==> src/rtl/instr_packer.sv <==
// Packs RV32I field bundles into instruction words with sequential imem addresses.
// Optional macro INSTR_PACKER_SELFCHECK_EN adds a sticky immediate round-trip checker.
module instr_packer #(
    parameter logic [31:0] BASE_ADDR = 32'h0000_0000,
    parameter logic [31:0] ADDR_STEP = 32'd4
) (
    input  logic        clk,
    input  logic        rst,
    input  logic        restart,
    input  logic        in_valid,
    output logic        in_ready,
    input  logic [2:0]  in_fmt,
    input  logic [6:0]  in_opcode,
    input  logic [4:0]  in_rd,
    input  logic [4:0]  in_rs1,
    input  logic [4:0]  in_rs2,
    input  logic [2:0]  in_funct3,
    input  logic [6:0]  in_funct7,
    input  logic [31:0] in_imm,
    output logic        out_valid,
    input  logic        out_ready,
    output logic [31:0] out_instr,
    output logic [31:0] out_addr,
    output logic        out_err,
    output logic [1:0]  out_err_code
`ifdef INSTR_PACKER_SELFCHECK_EN
    ,
    output logic        selfcheck_fail
`endif
);
    localparam int unsigned XLEN = 32;

    localparam logic [2:0] FMT_R = 3'd0;
    localparam logic [2:0] FMT_I = 3'd1;
    localparam logic [2:0] FMT_S = 3'd2;
    localparam logic [2:0] FMT_B = 3'd3;
    localparam logic [2:0] FMT_U = 3'd4;
    localparam logic [2:0] FMT_J = 3'd5;

    localparam logic [1:0] ERR_NONE  = 2'd0;
    localparam logic [1:0] ERR_RANGE = 2'd1;
    localparam logic [1:0] ERR_ALIGN = 2'd2;
    localparam logic [1:0] ERR_FMT   = 2'd3;

    localparam logic [XLEN-1:0] NOP_WORD = 32'h0000_0013;

    logic            s0_valid;
    logic [2:0]      s0_fmt;
    logic [6:0]      s0_opcode;
    logic [4:0]      s0_rd;
    logic [4:0]      s0_rs1;
    logic [4:0]      s0_rs2;
    logic [2:0]      s0_funct3;
    logic [6:0]      s0_funct7;
    logic [XLEN-1:0] s0_imm;
    logic [XLEN-1:0] addr_cnt;

    logic            s0_load;
    logic            s1_load;
    logic [XLEN-1:0] addr_base;
    logic [XLEN-1:0] pack_word;
    logic [1:0]      pack_code;
    logic            imm_bad;
    logic            align_bad;
    logic            fmt_bad;

    assign in_ready  = !s0_valid || !out_valid || out_ready;
    assign s0_load   = in_valid && in_ready;
    assign s1_load   = s0_valid && (!out_valid || out_ready);
    assign addr_base = restart ? BASE_ADDR : addr_cnt;

    // Scatter the immediate per format and classify the bundle; first failing check wins.
    always_comb begin
        pack_word = NOP_WORD;
        imm_bad   = 1'b0;
        align_bad = 1'b0;
        fmt_bad   = 1'b0;
        case (s0_fmt)
            FMT_R: pack_word = {s0_funct7, s0_rs2, s0_rs1, s0_funct3, s0_rd, s0_opcode};
            FMT_I: begin
                pack_word = {s0_imm[11:0], s0_rs1, s0_funct3, s0_rd, s0_opcode};
                imm_bad   = !((&s0_imm[31:11]) || !(|s0_imm[31:11]));
            end
            FMT_S: begin
                pack_word = {s0_imm[11:5], s0_rs2, s0_rs1, s0_funct3, s0_imm[4:0], s0_opcode};
                imm_bad   = !((&s0_imm[31:11]) || !(|s0_imm[31:11]));
            end
            FMT_B: begin
                pack_word = {s0_imm[12], s0_imm[10:5], s0_rs2, s0_rs1, s0_funct3,
                             s0_imm[4:1], s0_imm[11], s0_opcode};
                imm_bad   = !((&s0_imm[31:12]) || !(|s0_imm[31:12]));
                align_bad = s0_imm[0];
            end
            FMT_U: begin
                pack_word = {s0_imm[31:12], s0_rd, s0_opcode};
                imm_bad   = |s0_imm[11:0];
            end
            FMT_J: begin
                pack_word = {s0_imm[20], s0_imm[10:1], s0_imm[11], s0_imm[19:12], s0_rd, s0_opcode};
                imm_bad   = !((&s0_imm[31:20]) || !(|s0_imm[31:20]));
                align_bad = s0_imm[0];
            end
            default: fmt_bad = 1'b1;
        endcase
        if (fmt_bad)        pack_code = ERR_FMT;
        else if (align_bad) pack_code = ERR_ALIGN;
        else if (imm_bad)   pack_code = ERR_RANGE;
        else                pack_code = ERR_NONE;
        if (pack_code != ERR_NONE) pack_word = NOP_WORD;
    end

    // Bundle payload capture; qualified by s0_valid so no reset is needed.
    always_ff @(posedge clk) begin
        if (s0_load) begin
            s0_fmt    <= in_fmt;
            s0_opcode <= in_opcode;
            s0_rd     <= in_rd;
            s0_rs1    <= in_rs1;
            s0_rs2    <= in_rs2;
            s0_funct3 <= in_funct3;
            s0_funct7 <= in_funct7;
            s0_imm    <= in_imm;
        end
    end

    always_ff @(posedge clk) begin
        if (rst) begin
            s0_valid     <= 1'b0;
            out_valid    <= 1'b0;
            out_instr    <= '0;
            out_err      <= 1'b0;
            out_err_code <= ERR_NONE;
            out_addr     <= BASE_ADDR;
            addr_cnt     <= BASE_ADDR;
        end else begin
            if (s0_load)      s0_valid <= 1'b1;
            else if (s1_load) s0_valid <= 1'b0;

            if (s1_load) begin
                out_valid    <= 1'b1;
                out_instr    <= pack_word;
                out_err      <= (pack_code != ERR_NONE);
                out_err_code <= pack_code;
                out_addr     <= addr_base;
                addr_cnt     <= addr_base + ADDR_STEP;
            end else begin
                if (out_ready) out_valid <= 1'b0;
                if (restart)   addr_cnt  <= BASE_ADDR;
            end
        end
    end

`ifdef INSTR_PACKER_SELFCHECK_EN
    logic [2:0]      s1_fmt;
    logic [XLEN-1:0] s1_imm;
    logic [XLEN-1:0] ext_imm;

    always_ff @(posedge clk) begin
        if (s1_load) begin
            s1_fmt <= s0_fmt;
            s1_imm <= s0_imm;
        end
    end

    // Immediate-extender view of the held word.
    always_comb begin
        ext_imm = s1_imm;
        case (s1_fmt)
            FMT_I: ext_imm = {{20{out_instr[31]}}, out_instr[31:20]};
            FMT_S: ext_imm = {{20{out_instr[31]}}, out_instr[31:25], out_instr[11:7]};
            FMT_B: ext_imm = {{19{out_instr[31]}}, out_instr[31], out_instr[7],
                              out_instr[30:25], out_instr[11:8], 1'b0};
            FMT_U: ext_imm = {out_instr[31:12], 12'h000};
            FMT_J: ext_imm = {{11{out_instr[31]}}, out_instr[31], out_instr[19:12],
                              out_instr[20], out_instr[30:21], 1'b0};
            default: ext_imm = s1_imm;
        endcase
    end

    always_ff @(posedge clk) begin
        if (rst) begin
            selfcheck_fail <= 1'b0;
        end else if (out_valid && !out_err && (ext_imm != s1_imm)) begin
            selfcheck_fail <= 1'b1;
        end
    end
`endif

endmodule

==> config.mk <==
export PLATFORM = sky130hd
export DESIGN_NAME = instr_packer
export DESIGN_NICKNAME = d
export VERILOG_FILES = /design/src/rtl/instr_packer.sv
export SDC_FILE = /design/constraint.sdc
export NUM_CORES = 1
export LEC_CHECK = 0
export BUFFER_PORTS_ARGS = -buffer_cell sky130_fd_sc_hd__buf_4
export CAP_MARGIN = 15
export CORE_MARGIN = 4
export CORE_UTILIZATION = 59
export DETAILED_ROUTE_END_ITERATION = 8
export PLACE_DENSITY = 0.85
export SKIP_CTS_REPAIR_TIMING = 1
export SYNTH_ARGS = -nofsm -noshare
export SYNTH_HDL_FRONTEND = slang
export SYNTH_SLANG_ARGS = --single-unit
==> constraint.sdc <==
create_clock -name clk -period 5.1 [get_ports clk]
set_clock_uncertainty 0.1 [all_clocks]
set_input_delay 0.51 -clock clk [delete_from_list [all_inputs] [get_ports clk]]
set_output_delay 0.51 -clock clk [all_outputs]
set_load 0.1 [all_outputs]
After elaboration in Yosys (flattened, before gate mapping)
Index checks and enable logic that the tools add are counted.

storage, ports and cells
  register bits after elaboration = 168
  output and inout bits = 69
  word-level logic and storage cells = 64

cells by class
  add/sub/neg operators = 1
  eq/ne operators = 5
  muxes and demuxes = 13
  reductions and logical operators = 30

operators with widths
  kind                   number
  $pmux 32 s6            1
  $mux 32                3
  $add 32x3->32 const B  1
  $reduce_or 12->1       2
  $reduce_and 21->1      1
  $reduce_or 21->1       1
  $reduce_and 20->1      1
  $reduce_or 20->1       1
  $reduce_and 12->1      1
  $logic_not 1->1        8
  $eq 3x2->1 const B     2
  $eq 3x3->1 const B     2
  $logic_or 1x1->1       6
  $mux 1                 6
  $reduce_bool 2->1      3
  $reduce_or 6->1        1
  $mux 2                 2
  $pmux 1 s4             1
  $reduce_or 2->1        2
  $eq 3x1->1 const B     1
  $logic_not 3->1        1
  $logic_and 1x1->1      2

Longest topological paths before layout
  depth after elaboration = 10
  depth in mapped cells = 9

Worst setup path before layout
OpenSTA, ideal clock, no wires.

  path kind = reg2reg
  start = register out_valid
  end = register s0_fmt[0] (enable)
  library setup time = 432 ps
  arrival = 3310 ps
  slack = 1259 ps
  stages on the path, launching flop included = 4
  clock period less this slack = 3841 ps
  cell sequence = dfxtp_1 > nor2b_1 > nand2_1 > and2_1

on the way
  word-level cells in the longest chain between the ends = 4

RTL lines
  item                            line  RTL
  from (decl)                     20    output logic out_valid,
  from (signal assigned)          129   out_valid <= 1'b0;
  from (signal assigned)          140   out_valid <= 1'b1;
  from (signal assigned)          147   if (out_ready) out_valid <= 1'b0;
  $logic_not 1->1                 67    assign in_ready = !s0_valid || !out_valid || out_ready;
  $logic_or 1x1->1 (2 in series)  67
  net in_ready                    11    output logic in_ready,
  $logic_and 1x1->1               68    assign s0_load = in_valid && in_ready;
  net s0_load                     58    logic s0_load;
  to (signal assigned)            115   s0_fmt <= in_fmt;
  to (decl)                       48    logic [2:0] s0_fmt;

The timed path passes the listed nets, and every way through them passes these cells.
A chain may end at the register's enable or synchronous reset.

Final worst setup path
  start = register s0_fmt[1]
  end = register out_instr[25]

on the way
  word-level cells in the longest chain between the ends = 8
  elaborated cells between the ends (all ways) = 17

RTL lines
  item                                      line  RTL
  $eq 3x2->1 or $eq 3x1->1 (tied branches)  78    case (s0_fmt)
  $reduce_or 2->1 (no source line)          -
  $pmux 1 s4                                78
  $mux 1                                    107   else if (imm_bad) pack_code = ERR_RANGE;
  $mux 2                                    106   else if (align_bad) pack_code = ERR_ALIGN;
  $mux 2                                    105   if (fmt_bad) pack_code = ERR_FMT;
  $reduce_bool 2->1                         109   if (pack_code != ERR_NONE) pack_word = NOP_WORD;
  $mux 32 *                                 109
  to (signal assigned)                      141   out_instr <= pack_word;
  to (decl)                                 22    output logic [31:0] out_instr,

Every way passes the cells marked *; elsewhere a longest branch is shown, timed or not.

==> flow_summary.toml <==
[power]
combPwrFrac_pct = 10.2
switching_share_pct = 24.80
power_density_nw_per_um2 = 343.7
power_w = 0.003011
p_clk_share_pct = 40.4
worst_ir_drop_vdd_mv = 0.2975
power_frac_seq_pct = 49.4
leakage_nw = 3.106
power.switching_w = 0.0007466
internal_power_w = 0.002264

[route]
drtIter0Drc = 712
wl_per_cell_um = 18.47
vias_per_cell = 6.253
vias = 5978
drc = 0
ant_nets = 0
drt_first_pass_iters = 5
routed_wl_um = 17660

[layout]
final_nets = 869
final_util_pct = 73.22
final_cells = 956
drive_gt1_share_pct = 21.88
syn2layout_area_growth_pct = 22.12
fillers = 812
design_area_um2 = 8758
num_antenna_cells = 0

[clocking]
tritoncts = "yes"
cts_sinks = 168
clkLatencyLatePin_ps = 430
cts_max_level = 4
cts_root_buf = "clkbuf_16"
cts_buffers = 17
cts_buffer_depth = 2
clkSlewWorstSetupHoldPaths_ps = 60

[critical_path]
r2r-start = "s0_fmt[1]$_DFFE_PP_"
r2r_cells = 4
critPathMaxStageDelay_ps = 940
worstPathCellList = "nor2b_1 > and2_1 > and2_1 > o32ai_1"
crit_start = "s0_fmt[1]$_DFFE_PP_"
crit_buf_inv = 0
endpoint_kind = "flop"
rr_endpoint = "out_instr[25]$_SDFFE_PP0P_"
r2r_slack_ps = 1970
cp.depth = 4
start_kind = "flop"
cp.required_ps = 5250
crit_type = "flop to flop"
critical-path-slowest-cell = "and2_1"
critPathMaxFanout = 31
cp_data_arrival_time_ps = 3280
endpoint = "out_instr[25]$_SDFFE_PP0P_"
crit_top_cell = "and2_1"
cpLargestDelayFamily = "simple AND/OR/NAND/NOR gates"

[logic_synthesis]
syn_avg_cell_area_um2 = 10.38
yosysWarnings = 0
synth_top_flop_cell = "dfxtp_1"
synthCells = 691
ys_async_sr_fraction_pct = 0
synth_cell_types = 52
synth_edf_count = 67
synth_nets = 764
ys_ff_latch = 168
synth_area_um2 = 7172
seq_area_frac_synth_pct = 56.25

[die]
die_h_um = 118.3
num_rows = 40
start_util_pct = 59.96
ios = 141
die_w_um = 118.3
die_area_um2 = 13980
core_um2 = 11960

[timing]
hold_viol_final = 0
min_period_over_period_pct = 61.43
clock.fmax_mhz = 319.2
tns_ps = 0
slew-limit-headroom_pct = 20.97
tightest_slew_ps = 1185
setup_viol = 0
report.final.slew_viol_count = 0
rsz0062_at_grt = "false"
fin_crit_ps = 3133

[placed_design]
placed_cell_area_um2 = 8198
dp.cells = 924
dp_hpwl_um = 12030
port_buffers = 140
place.gp.congestion = 0.9276

[grt]
grt.met2_usage_pct = 43.27
grt_pass1_wl_um = 28700
grt.overflow.total = 0
grtUsageMet1_pct = 30.72
antenna_found_initial = 0
grt_max_degree = 117
top_usage_layer = "met2"
track_usage_pct = 25.42
grt_pass1_vias = 5710
met3_usage_pct = 5.885

[run]
drv_cap = 0

[worst_hold_path]
hold_class = "input pin to flop"

[status]
outcome = "complete, no violations"
## power by group through the flow
stage               Combinational, W  Clock (W)  Sequential, W
global placement            0.000294          0        0.00151
floorplan                   0.000143          0        0.00158
global route                0.000325    0.00129        0.00149
CTS                         0.000304    0.00123        0.00149
detailed placement          0.000302          0        0.00151
finish                      0.000306    0.00122        0.00149
## cells in the final DEF (no fill, tap or decap), types with 4 or more instances in the layout
| master | netlist | routed |
|---|---|---|
| nor4_1 | 10 | 10 |
| a2bb2oi_1 | 24 | 24 |
| and3_1 | 7 | 7 |
| clkinv_1 | 1 | 7 |
| clkbuf_16 | 0 | 17 |
| xor2_1 | 5 | 5 |
| a21oi_1 | 60 | 60 |
| nor3_1 | 7 | 7 |
| a211oi_1 | 7 | 7 |
| a22o_1 | 5 | 5 |
| a22oi_1 | 26 | 26 |
| xnor2_1 | 12 | 12 |
| nor2b_1 | 24 | 24 |
| o21ai_0 | 10 | 10 |
| nand3b_1 | 26 | 26 |
| buf_4 | 0 | 144 |
| nand2b_1 | 4 | 4 |
| nand3_1 | 9 | 9 |
| nor2_1 | 39 | 38 |
| nand2_1 | 65 | 64 |
| o22a_1 | 6 | 6 |
| or3_1 | 35 | 35 |
| dfxtp_1 | 101 | 101 |
| or4_1 | 4 | 4 |
| nand4_1 | 14 | 14 |
| o32ai_1 | 29 | 29 |
| edfxtp_1 | 67 | 67 |
## registers in the layout (all words and copies together), names as in the netlist
signal and flops:
out_addr 32, out_instr 32, out_err 1, s0_funct3 3, s0_rd 5, s0_rs1 5
s0_fmt 3, s0_opcode 7, s0_funct7 7, addr_cnt 32, s0_imm 32, s0_rs2 5
out_valid 1, out_err_code 2, s0_valid 1
## metal layers
layer | vias up | share of wire (%) | routed length, um
li1 | 2817 | - | -
met1 | 2808 | 39 | 6847
met2 | 313 | 52 | 9116
met3 | 40 | 7.0 | 1233
met4 | 0 | 2.6 | 458
met5 | - | 0 | 0
## synthesized netlist by cell type, types with 2 or more instances
library cell | count | area, um^2
dfxtp_1 | 101 | 2022
edfxtp_1 | 67 | 2012
nand2_1 | 65 | 244.0
a21oi_1 | 60 | 300.3
clkbuf_1 | 45 | 168.9
nor2_1 | 39 | 146.4
or3_1 | 35 | 219.0
o32ai_1 | 29 | 254.0
a22oi_1 | 26 | 195.2
nand3b_1 | 26 | 195.2
a2bb2oi_1 | 24 | 210.2
nor2b_1 | 24 | 150.1
nand4_1 | 14 | 87.58
xnor2_1 | 12 | 105.1
nor4_1 | 10 | 62.56
o21ai_0 | 10 | 50.05
nand3_1 | 9 | 45.04
a211oi_1 | 7 | 52.55
and3_1 | 7 | 43.79
nor3_1 | 7 | 35.03
buf_1 | 6 | 22.52
o22a_1 | 6 | 52.55
a22o_1 | 5 | 43.79
xor2_1 | 5 | 43.79
buf_2 | 4 | 20.02
nand2b_1 | 4 | 25.02
or4_1 | 4 | 30.03
and2_1 | 3 | 18.77
buf_6 | 3 | 33.78
inv_1 | 3 | 11.26
nor3b_1 | 3 | 22.52
o31ai_1 | 3 | 22.52
and3b_1 | 2 | 17.52
and4_1 | 2 | 17.52
and4b_1 | 2 | 20.02
mux2i_1 | 2 | 20.02
o211ai_1 | 2 | 15.01
## worst min path at each step
stage / slack [ps] / depth (start not counted) / startpoint / endpoint
after floorplan: 350 / 2 / addr_cnt[0]$_SDFF_PP0_ / out_addr[0]$_SDFFE_PP0P_
after global placement: 340 / 2 / out_addr[18]$_SDFFE_PP0P_ / out_addr[18]$_SDFFE_PP0P_
after detailed placement: 350 / 2 / out_addr[23]$_SDFFE_PP0P_ / out_addr[23]$_SDFFE_PP0P_
after CTS: 140 / 1 / in_rs1[3] / s0_rs1[3]$_DFFE_PP_
after global routing: 140 / 1 / in_imm[18] / s0_imm[18]$_DFFE_PP_
final: 160 / 1 / in_rs1[3] / s0_rs1[3]$_DFFE_PP_
## per-stage QoR
stage               hold slack [ps]  setup WS, ps
floorplan                     351.6          1259
finish                        157.0          1967
CTS                           143.5          2056
global route                  137.3          1723
detailed placement            350.1          2134
global placement              339.9          2365
## area by class of cell
cell class	instances	area (um^2)	area share, %
sequential	168	4034	46.06
timing repair buffer	144	1081	12.34
tap	147	183.9	2.100
clock inverter	14	131.4	1.500
clock buffer	18	429.2	4.900
inverter	4	15.01	0.1714
multi-input combinational	461	2884	32.93
## logic make-up (layout without fill, tap and decap cells)
kind of cell / count (synthesis) / count (layout) / synth area share [%]
fa+ha+maj: 1 / 1 / 0.1744
flops: 168 / 168 / 56.25
compound gates: 181 / 181 / 17.81
mux: 3 / 3 / 0.4361
simple gates: 259 / 259 / 19.63
buf+inv: 62 / 180 / 3.629
xor+xnor: 17 / 17 / 2.076
Note: power is estimated with default switching activity, not from simulation.
